File: src/rtl/data_ram_ctrl.sv
// Single-port data RAM with byte write masks, 1-cycle registered reads,
// out-of-range detection and a sequential clear engine that also initialises the array.
module data_ram_ctrl #(
  parameter int DATA_W = 64,
  parameter int DEPTH  = 64,
  parameter int ADDR_W = 7
) (
  input  logic                  clk,
  input  logic                  rst,
  input  logic [ADDR_W-1:0]     address,
  input  logic                  enable_read,
  input  logic                  enable_write,
  input  logic [DATA_W/8-1:0]   wmask,
  input  logic [DATA_W-1:0]     DMin,
  input  logic                  clear,
  output logic [DATA_W-1:0]     DMout,
  output logic                  rvalid,
  output logic                  busy,
  output logic                  oob
);

  localparam int NBYTES = DATA_W / 8;
  localparam int IDX_W  = (DEPTH > 1) ? $clog2(DEPTH) : 1;
  localparam logic [IDX_W-1:0]  LAST    = IDX_W'(DEPTH - 1);
  localparam logic [ADDR_W:0]   DEPTH_L = (ADDR_W + 1)'(DEPTH);

  typedef enum logic [1:0] {
    INIT,
    IDLE,
    CLEAR
  } state_t;

  state_t                state;
  logic [IDX_W-1:0]      ptr;
  logic [DATA_W-1:0]     mem [DEPTH];

  logic                  in_range;
  logic [IDX_W-1:0]      idx;
  logic                  accept;
  logic                  mem_we;
  logic [IDX_W-1:0]      mem_idx;
  logic [NBYTES-1:0]     mem_be;
  logic [DATA_W-1:0]     mem_wdata;

  assign in_range = ({1'b0, address} < DEPTH_L);
  assign idx      = address[IDX_W-1:0];
  assign accept   = (state == IDLE) && !clear;

  // The clear engine owns the array port while busy; otherwise only in-range accepted writes reach it.
  always_comb begin
    mem_we    = 1'b0;
    mem_idx   = idx;
    mem_be    = wmask;
    mem_wdata = DMin;
    if (state == INIT || state == CLEAR) begin
      mem_we    = 1'b1;
      mem_idx   = ptr;
      mem_be    = '1;
      mem_wdata = '0;
    end else if (accept && enable_write && in_range) begin
      mem_we    = 1'b1;
    end
  end

  always_ff @(posedge clk) begin
    if (mem_we) begin
      for (int k = 0; k < NBYTES; k++) begin
        if (mem_be[k]) mem[mem_idx][8*k +: 8] <= mem_wdata[8*k +: 8];
      end
    end
  end

  always_ff @(posedge clk or negedge rst) begin
    if (!rst) begin
      state  <= INIT;
      ptr    <= '0;
      busy   <= 1'b1;
      DMout  <= '0;
      rvalid <= 1'b0;
      oob    <= 1'b0;
    end else begin
      rvalid <= 1'b0;
      oob    <= 1'b0;
      case (state)
        INIT, CLEAR: begin
          if (ptr == LAST) begin
            state <= IDLE;
            busy  <= 1'b0;
            ptr   <= '0;
          end else begin
            ptr   <= ptr + IDX_W'(1);
          end
        end
        IDLE: begin
          if (clear) begin
            state <= CLEAR;
            busy  <= 1'b1;
            ptr   <= '0;
          end else begin
            // Read-first: mem still holds the pre-write word at this edge.
            if (enable_read) begin
              rvalid <= 1'b1;
              DMout  <= in_range ? mem[idx] : '0;
            end
            if ((enable_read || enable_write) && !in_range) oob <= 1'b1;
          end
        end
        default: begin
          state <= INIT;
          busy  <= 1'b1;
          ptr   <= '0;
        end
      endcase
    end
  end

endmodule
File: config.mk
export PLATFORM = sky130hd
export DESIGN_NAME = data_ram_ctrl
export DESIGN_NICKNAME = d
export VERILOG_FILES = /design/src/rtl/data_ram_ctrl.sv
export SDC_FILE = /design/constraint.sdc
export NUM_CORES = 2
export LEC_CHECK = 0
export ABC_AREA = 1
export CAP_MARGIN = 20
export CORE_MARGIN = 2
export CORE_UTILIZATION = 30
export DETAILED_ROUTE_END_ITERATION = 6
export GPL_TIMING_DRIVEN = 1
export PLACE_DENSITY = 0.55
export REMOVE_ABC_BUFFERS = 1
export SLEW_MARGIN = 20
export SYNTH_ARGS = -nofsm -noshare
export SYNTH_HDL_FRONTEND = slang
export SYNTH_SLANG_ARGS = --single-unit
File: constraint.sdc
create_clock -name clk -period 3.1 [get_ports clk]
set_input_delay 0.93 -clock clk [delete_from_list [all_inputs] [get_ports clk]]
set_output_delay 0.93 -clock clk [all_outputs]
set_load 0.01 [all_outputs]
# Word-level counts from Yosys, hierarchy flattened
# Memories as Yosys holds them, arrays and structs flattened.
# Cells that the tools add are included.
dict set report totals {
  ff_bits 75
  ramBits 4096
  input_bits 84
  out_inout_bits 67
  elab_cells 72
  memories 1
}
dict set report classes {
  addsub 1
  magnitude_cmp 1
  n_eq_ne 5
  n_mux 45
  bitwise 1
  n_reduce_logical 12
}
# name words width rd rd_clocked_by_memory_dff write_ports line
set memory_table {}
lappend memory_table {mem 64 64 1 0 1 35} ;# logic [DATA_W-1:0] mem [DEPTH];
# op n
set op_table {}
lappend op_table {{2-to-1 mux 64 bit} 2}
lappend op_table {{2-to-1 mux 1 bit} 34}
lappend op_table {{2-to-1 mux 6 bit} 3}
lappend op_table {{one-hot mux 6 bit (2 select lines)} 1}
lappend op_table {{2-to-1 mux 8 bit} 1}
lappend op_table {{< comparator 7 bit, second input constant} 1}
lappend op_table {{adder 6 x 1 -> 6 bit, second input constant} 1}
lappend op_table {{== test 6 bit, second input constant} 1}
lappend op_table {{logical AND 1 bit} 4}
lappend op_table {{2-to-1 mux 2 bit} 2}
lappend op_table {{!= test 2 bit, second input constant} 2}
lappend op_table {{one-hot mux 2 bit (2 select lines)} 1}
lappend op_table {{AND reduction 3 bit} 1}
lappend op_table {{== test 2 x 1 -> 1 bit, second input constant} 1}
lappend op_table {{== test 2 bit, second input constant} 1}
lappend op_table {{zero test 1 bit} 2}
lappend op_table {{zero test 2 bit} 1}
lappend op_table {{logical OR 1 bit} 2}
lappend op_table {{one-hot mux 1 bit (2 select lines)} 1}
lappend op_table {{AND reduction 2 bit} 1}
lappend op_table {{OR reduction 2 bit} 1}
lappend op_table {{NOT 1 bit} 1}

# Logic depth before layout (Yosys ltp)
dict set report logic_depth {
  depth_word 8
  mapped_depth 15
  depth_no_buf 11
}

# Worst setup path before layout
# No wires, ideal clock.
dict set report synth_path {
  path_type {in2reg}
  start {in address[1]}
  end {mem mem[32][0], enable pin}
  setup_time_ns 0.370
  arrival_ns 2.521
  required_time_ns 2.730
  slack_ns 0.208
  cell_stages 9
  n_path_buf 2
  cell_sequence {buf_2 > inv_2 > buf_2 > nand2_1 > o21ai_1 > nand2_1 > nor2_1 > nand2_1 > nor2_1}
}
dict set report synth_via {
  elab_chain_len 6
  word_cells_on_any_way 7
  classes_between {order compare (1); mux (5); reduce/logical (1)}
}
# item line
set synth_rtl {}
lappend synth_rtl {{start: declaration} 10} ;# input logic [ADDR_W-1:0] address,
lappend synth_rtl {{< comparator 7 bit} 45} ;# assign in_range = ({1'b0, address} < DEPTH_L);
lappend synth_rtl {{logical AND 1 bit} 60} ;# end else if (accept && enable_write && in_range) begin
lappend synth_rtl {{2-to-1 mux 1 bit} 60}
lappend synth_rtl {{2-to-1 mux 1 bit} 55} ;# if (state == INIT || state == CLEAR) begin
lappend synth_rtl {{2-to-1 mux 1 bit} 66} ;# if (mem_we) begin
lappend synth_rtl {{2-to-1 mux 1 bit (implied by the code)} 68} ;# if (mem_be[k]) mem[mem_idx][8*k +: 8] <= mem_wdata[8*k +: 8];
lappend synth_rtl {{end: declaration} 35}
# Parallel ways exist; a longest one is shown, timed or not.

# Worst setup path in the final report
dict set report layout_path {
  start {reg state[0]}
  end {mem mem[50][27], enable pin}
}
dict set report layout_via {
  elab_chain_len 8
  word_cells_on_any_way 14
  classes_between {eq/ne (2); mux (7); reduce/logical (5)}
}
# item line
set layout_rtl {}
lappend layout_rtl {{start: declaration} 33} ;# state_t state;
lappend layout_rtl {{start signal: assignment} 75} ;# state <= INIT;
lappend layout_rtl {{start signal: assignment} 87} ;# state <= IDLE;
lappend layout_rtl {{start signal: assignment} 96} ;# state <= CLEAR;
lappend layout_rtl {{== test 2 x 1 -> 1 bit} 47} ;# assign accept = (state == IDLE) && !clear;
lappend layout_rtl {{logical AND 1 bit} 47}
lappend layout_rtl {{logical AND 1 bit (2 in series)} 60}
lappend layout_rtl {{2-to-1 mux 1 bit} 60}
lappend layout_rtl {{2-to-1 mux 1 bit} 55}
lappend layout_rtl {{2-to-1 mux 1 bit} 66}
lappend layout_rtl {{2-to-1 mux 1 bit (implied by the code)} 68}
# Parallel ways exist; a longest one is shown, timed or not.

==> results.py <==
metrics = {
    "critical_path": {
        "path_buf_inv": 4,
        "cpMostUsedCell": "buf_4",
        "critPathCaptureType": "flip-flop",
        "critical_path_class": "reg2reg",
        "cp_cell_sequence": "nor2_1 -> buf_4 -> a21oi_1 -> nand2_1 -> nor2_1 -> buf_4 -> nand2_4 -> buf_4 -> nor2_1 -> buf_4",
        "crit_required_ns": 3.78,
        "critPathSlowestCell": "dfrtp_4",
        "cp_max_fo": 11,
        "worstSetupStartpointType": "flip-flop",
        "cp_top_family": "simple AND/OR/NAND/NOR gates",
        "crit_arrival_ns": 3.73,
        "crit_path_max_incr_delay_ns": 0.62,
    },
    "logic_synthesis": {
        "ys_types": 23,
        "synth_top_area_share": 0.724,
        "ys.flop_type": "edfxtp_1",
        "yosys.area.top_type": "edfxtp_1",
        "synth_common_cells": "5,909 x nand2_1, 4,096 x edfxtp_1, 3,265 x nand3_1, 643 x clkbuf_1, 536 x nor2_1",
        "syn_avg_cell_area_um2": 11.4,
        "synth_edf_count": 4096,
        "yosys_warnings": 0,
        "ys_seq_area_frac": 0.735,
        "syn-cell-area_mm2": 0.170,
        "yosysMostFrequentCell": "nand2_1",
        "synth_top_cells_by_area": "edfxtp_1 72%, nand2_1 13%, nand3_1 9.6%, clkbuf_1 1.4%, nor2_1 1.2%",
        "ys_ff_latch": 4171,
        "netlist_instances": 15000,
        "synth-async-reset-ratio": 0.0180,
    },
    "timing": {
        "grt_setup_unrepaired": "false",
        "worstMarginPinSlew_ns": 0.977,
        "setup_viol": 0,
        "drv_slew": 0,
        "fin_tns_setup_ns": 0,
        "fin_crit_ns": 3.05,
        "post-route-period-util": 0.984,
        "timing.final.hold_violations": 0,
        "maxSlewHeadroom": 0.349,
        "whs_ns": 0.478,
        "fmaxAchievable_mhz": 328,
        "skew_ns": 0.0475,
        "setup_ws_ns": 0.0483,
    },
    "floorplan": {
        "chipWidth_um": 756,
        "design.die.area_mm2": 0.572,
        "die_h_um": 756,
        "fp-row-count": 276,
        "start_util": 0.301,
        "boundaryPins": 151,
        "design.core.area_mm2": 0.565,
    },
    "cts": {
        "numCtsBuffers": 431,
        "cts_root_buffer": "clkbuf_16",
        "cts_max_path_buffers": 4,
        "htreeDepth": 5,
        "cts.clk_slew.worst_paths_ns": 0.06,
        "cts_tree": "built",
        "insertion_delay_ns": 1.00,
        "cts.sinks": 4171,
    },
    "global_route": {
        "gr-total-overflow": 0,
        "grt_pass1_wl_um": 770000,
        "grt_max_degree": 131,
        "grtUsageTotal": 0.182,
        "grt_pass1_vias": 110000,
        "antenna_found_initial": 47,
    },
    "placed_design": {
        "gp_congestion": 0.845,
        "dpl.hpwl_um": 338000,
        "dp.cells": 23000,
        "portBuffers": 150,
        "pre_cts_ws_ns": -0.428,
    },
    "routing": {
        "vias": 116000,
        "drcViolationCount": 0,
        "drtIter0Drc": 12800,
        "routed_wl_um": 537000,
        "ant_nets": 0,
        "wl_per_cell_um": 22.6,
        "routed_via_density": 4.86,
        "first_pass_iters": 6,
    },
    "flow_run": {
        "cap_violations": 0,
    },
    "pwr": {
        "peakVddDrop_v": 0.000531,
        "p_leak_uw": 0.0780,
        "power.density_mw_per_mm2": 716,
        "power.total_uw": 147000,
    },
    "cells_and_area": {
        "syn2layout_area_growth_pct": 20.8,
        "multi_input_area_mm2": 0.0410,
        "layout.cells.non_filler": 23800,
        "nNetsFinal": 16000,
        "regArea_mm2": 0.125,
        "final_layout_size_suffix_gt1_frac": 0.128,
        "fillers": 54600,
    },
    "outcome": {
        "status": "finished clean",
    },
    "hold_path": {
        "worstHoldPathType": "reg2reg",
    },
}
[cells in the final DEF (no fill, tap or decap), types with 5 or more instances in the layout]
cell and n:
a21oi_1 5, buf_12 347, buf_4 952, bufinv_16 41, clkbuf_1 81, clkbuf_16 436
clkdlybuf4s50_1 136, clkinv_1 101, clkinv_2 86, clkinv_4 5, clkinv_8 8, clkinvlp_4 19
dfrtp_1 61, dfrtp_2 12, diode_2 34, dlygate4sd2_1 7, edfxtp_1 4096, inv_1 16
inv_2 65, inv_6 10, inv_8 7, nand2_1 5844, nand2_2 63, nand3_1 3265
nor2_1 535, o21ai_0 8, o21ai_4 9
[worst register-to-register path: cells and delay by family (launching register included)]
kind / cells / cell delay [ns]
AND/OR/NAND/NOR: 5 / 0.95
AO/OA/AOI/OAI: 1 / 0.29
buffers and inverters: 4 / 0.87
flip-flops: 1 / 0.62
[where the power goes]
group	switching [uW]	internal, uW
Clock	22100	29300
Sequential	1210	69500
Combinational	17600	7260
Total	40900	106000
[worst paths after layout]
check / start / to / slack, ns / cells after the start
min in group asynchronous: rst / DMout[39] / 0.57 / 2
max in group asynchronous: rst / DMout[58] / 1.57 / 3
min reg2reg: DMout[26] / DMout[26] / 0.48 / 2
max reg2reg: state[0] / mem[50][27] / 0.05 / 10
min: DMout[26] / DMout[26] / 0.48 / 2
max: state[0] / mem[50][27] / 0.05 / 10
[flip-flops by register name (all words and copies together) (netlist names)]
signal / cells
oob: 1
rvalid: 1
mem: 4096
DMout: 64
busy: 1
state: 2
ptr: 6
[through the flow]
stage / util / instance area (um^2)
finish: 0.363 / 205000
CTS: 0.363 / 205000
floorplan: - / 166000
global route: 0.363 / 205000
global placement: 0.339 / 191000
detailed placement: 0.339 / 191000
[cell families (layout without fill, tap and decap cells)]
group                    count (synthesis)  in the layout  share of synthesized area
AND/OR/NAND/NOR                       9715           9715                      0.239
XOR/XNOR                                 1              1                  0.0000516
other                                    0             34                          0
adder cells (fa/ha/maj)                  1              1                  0.0000737
AO/OA/AOI/OAI                           26             26                    0.00107
buffers and inverters                 1051           2334                     0.0248
flip-flops                            4171           4171                      0.735
[layout make-up]
cell class	count	area share
tap	7506	0.0458
clock buffer	521	0.0549
antenna	34	0.000415
timing repair buffer	1450	0.0762
clock inverter	276	0.0125
sequential	4171	0.609
multi-input combinational	9743	0.200
inverter	87	0.00177
[layer usage]
metal | global-route usage | vias to the layer above | routed length [um]
li1 | - | 53800 | -
met1 | 0.246 | 56600 | 225000
met2 | 0.293 | 4331 | 248000
met3 | 0.0336 | 838 | 43000
met4 | 0.0681 | 10 | 21200
met5 | 0 | - | 61
[repair_timing]
item / in CTS / in global routing
hold buffers: 1 / 0
setup endpoints to repair: 26 / 0
endpoints found under the hold margin: 20 / 0
gates resized for setup: 20 / 0
buffers inserted: 1 / 0
(Power assumes the default switching activity.)
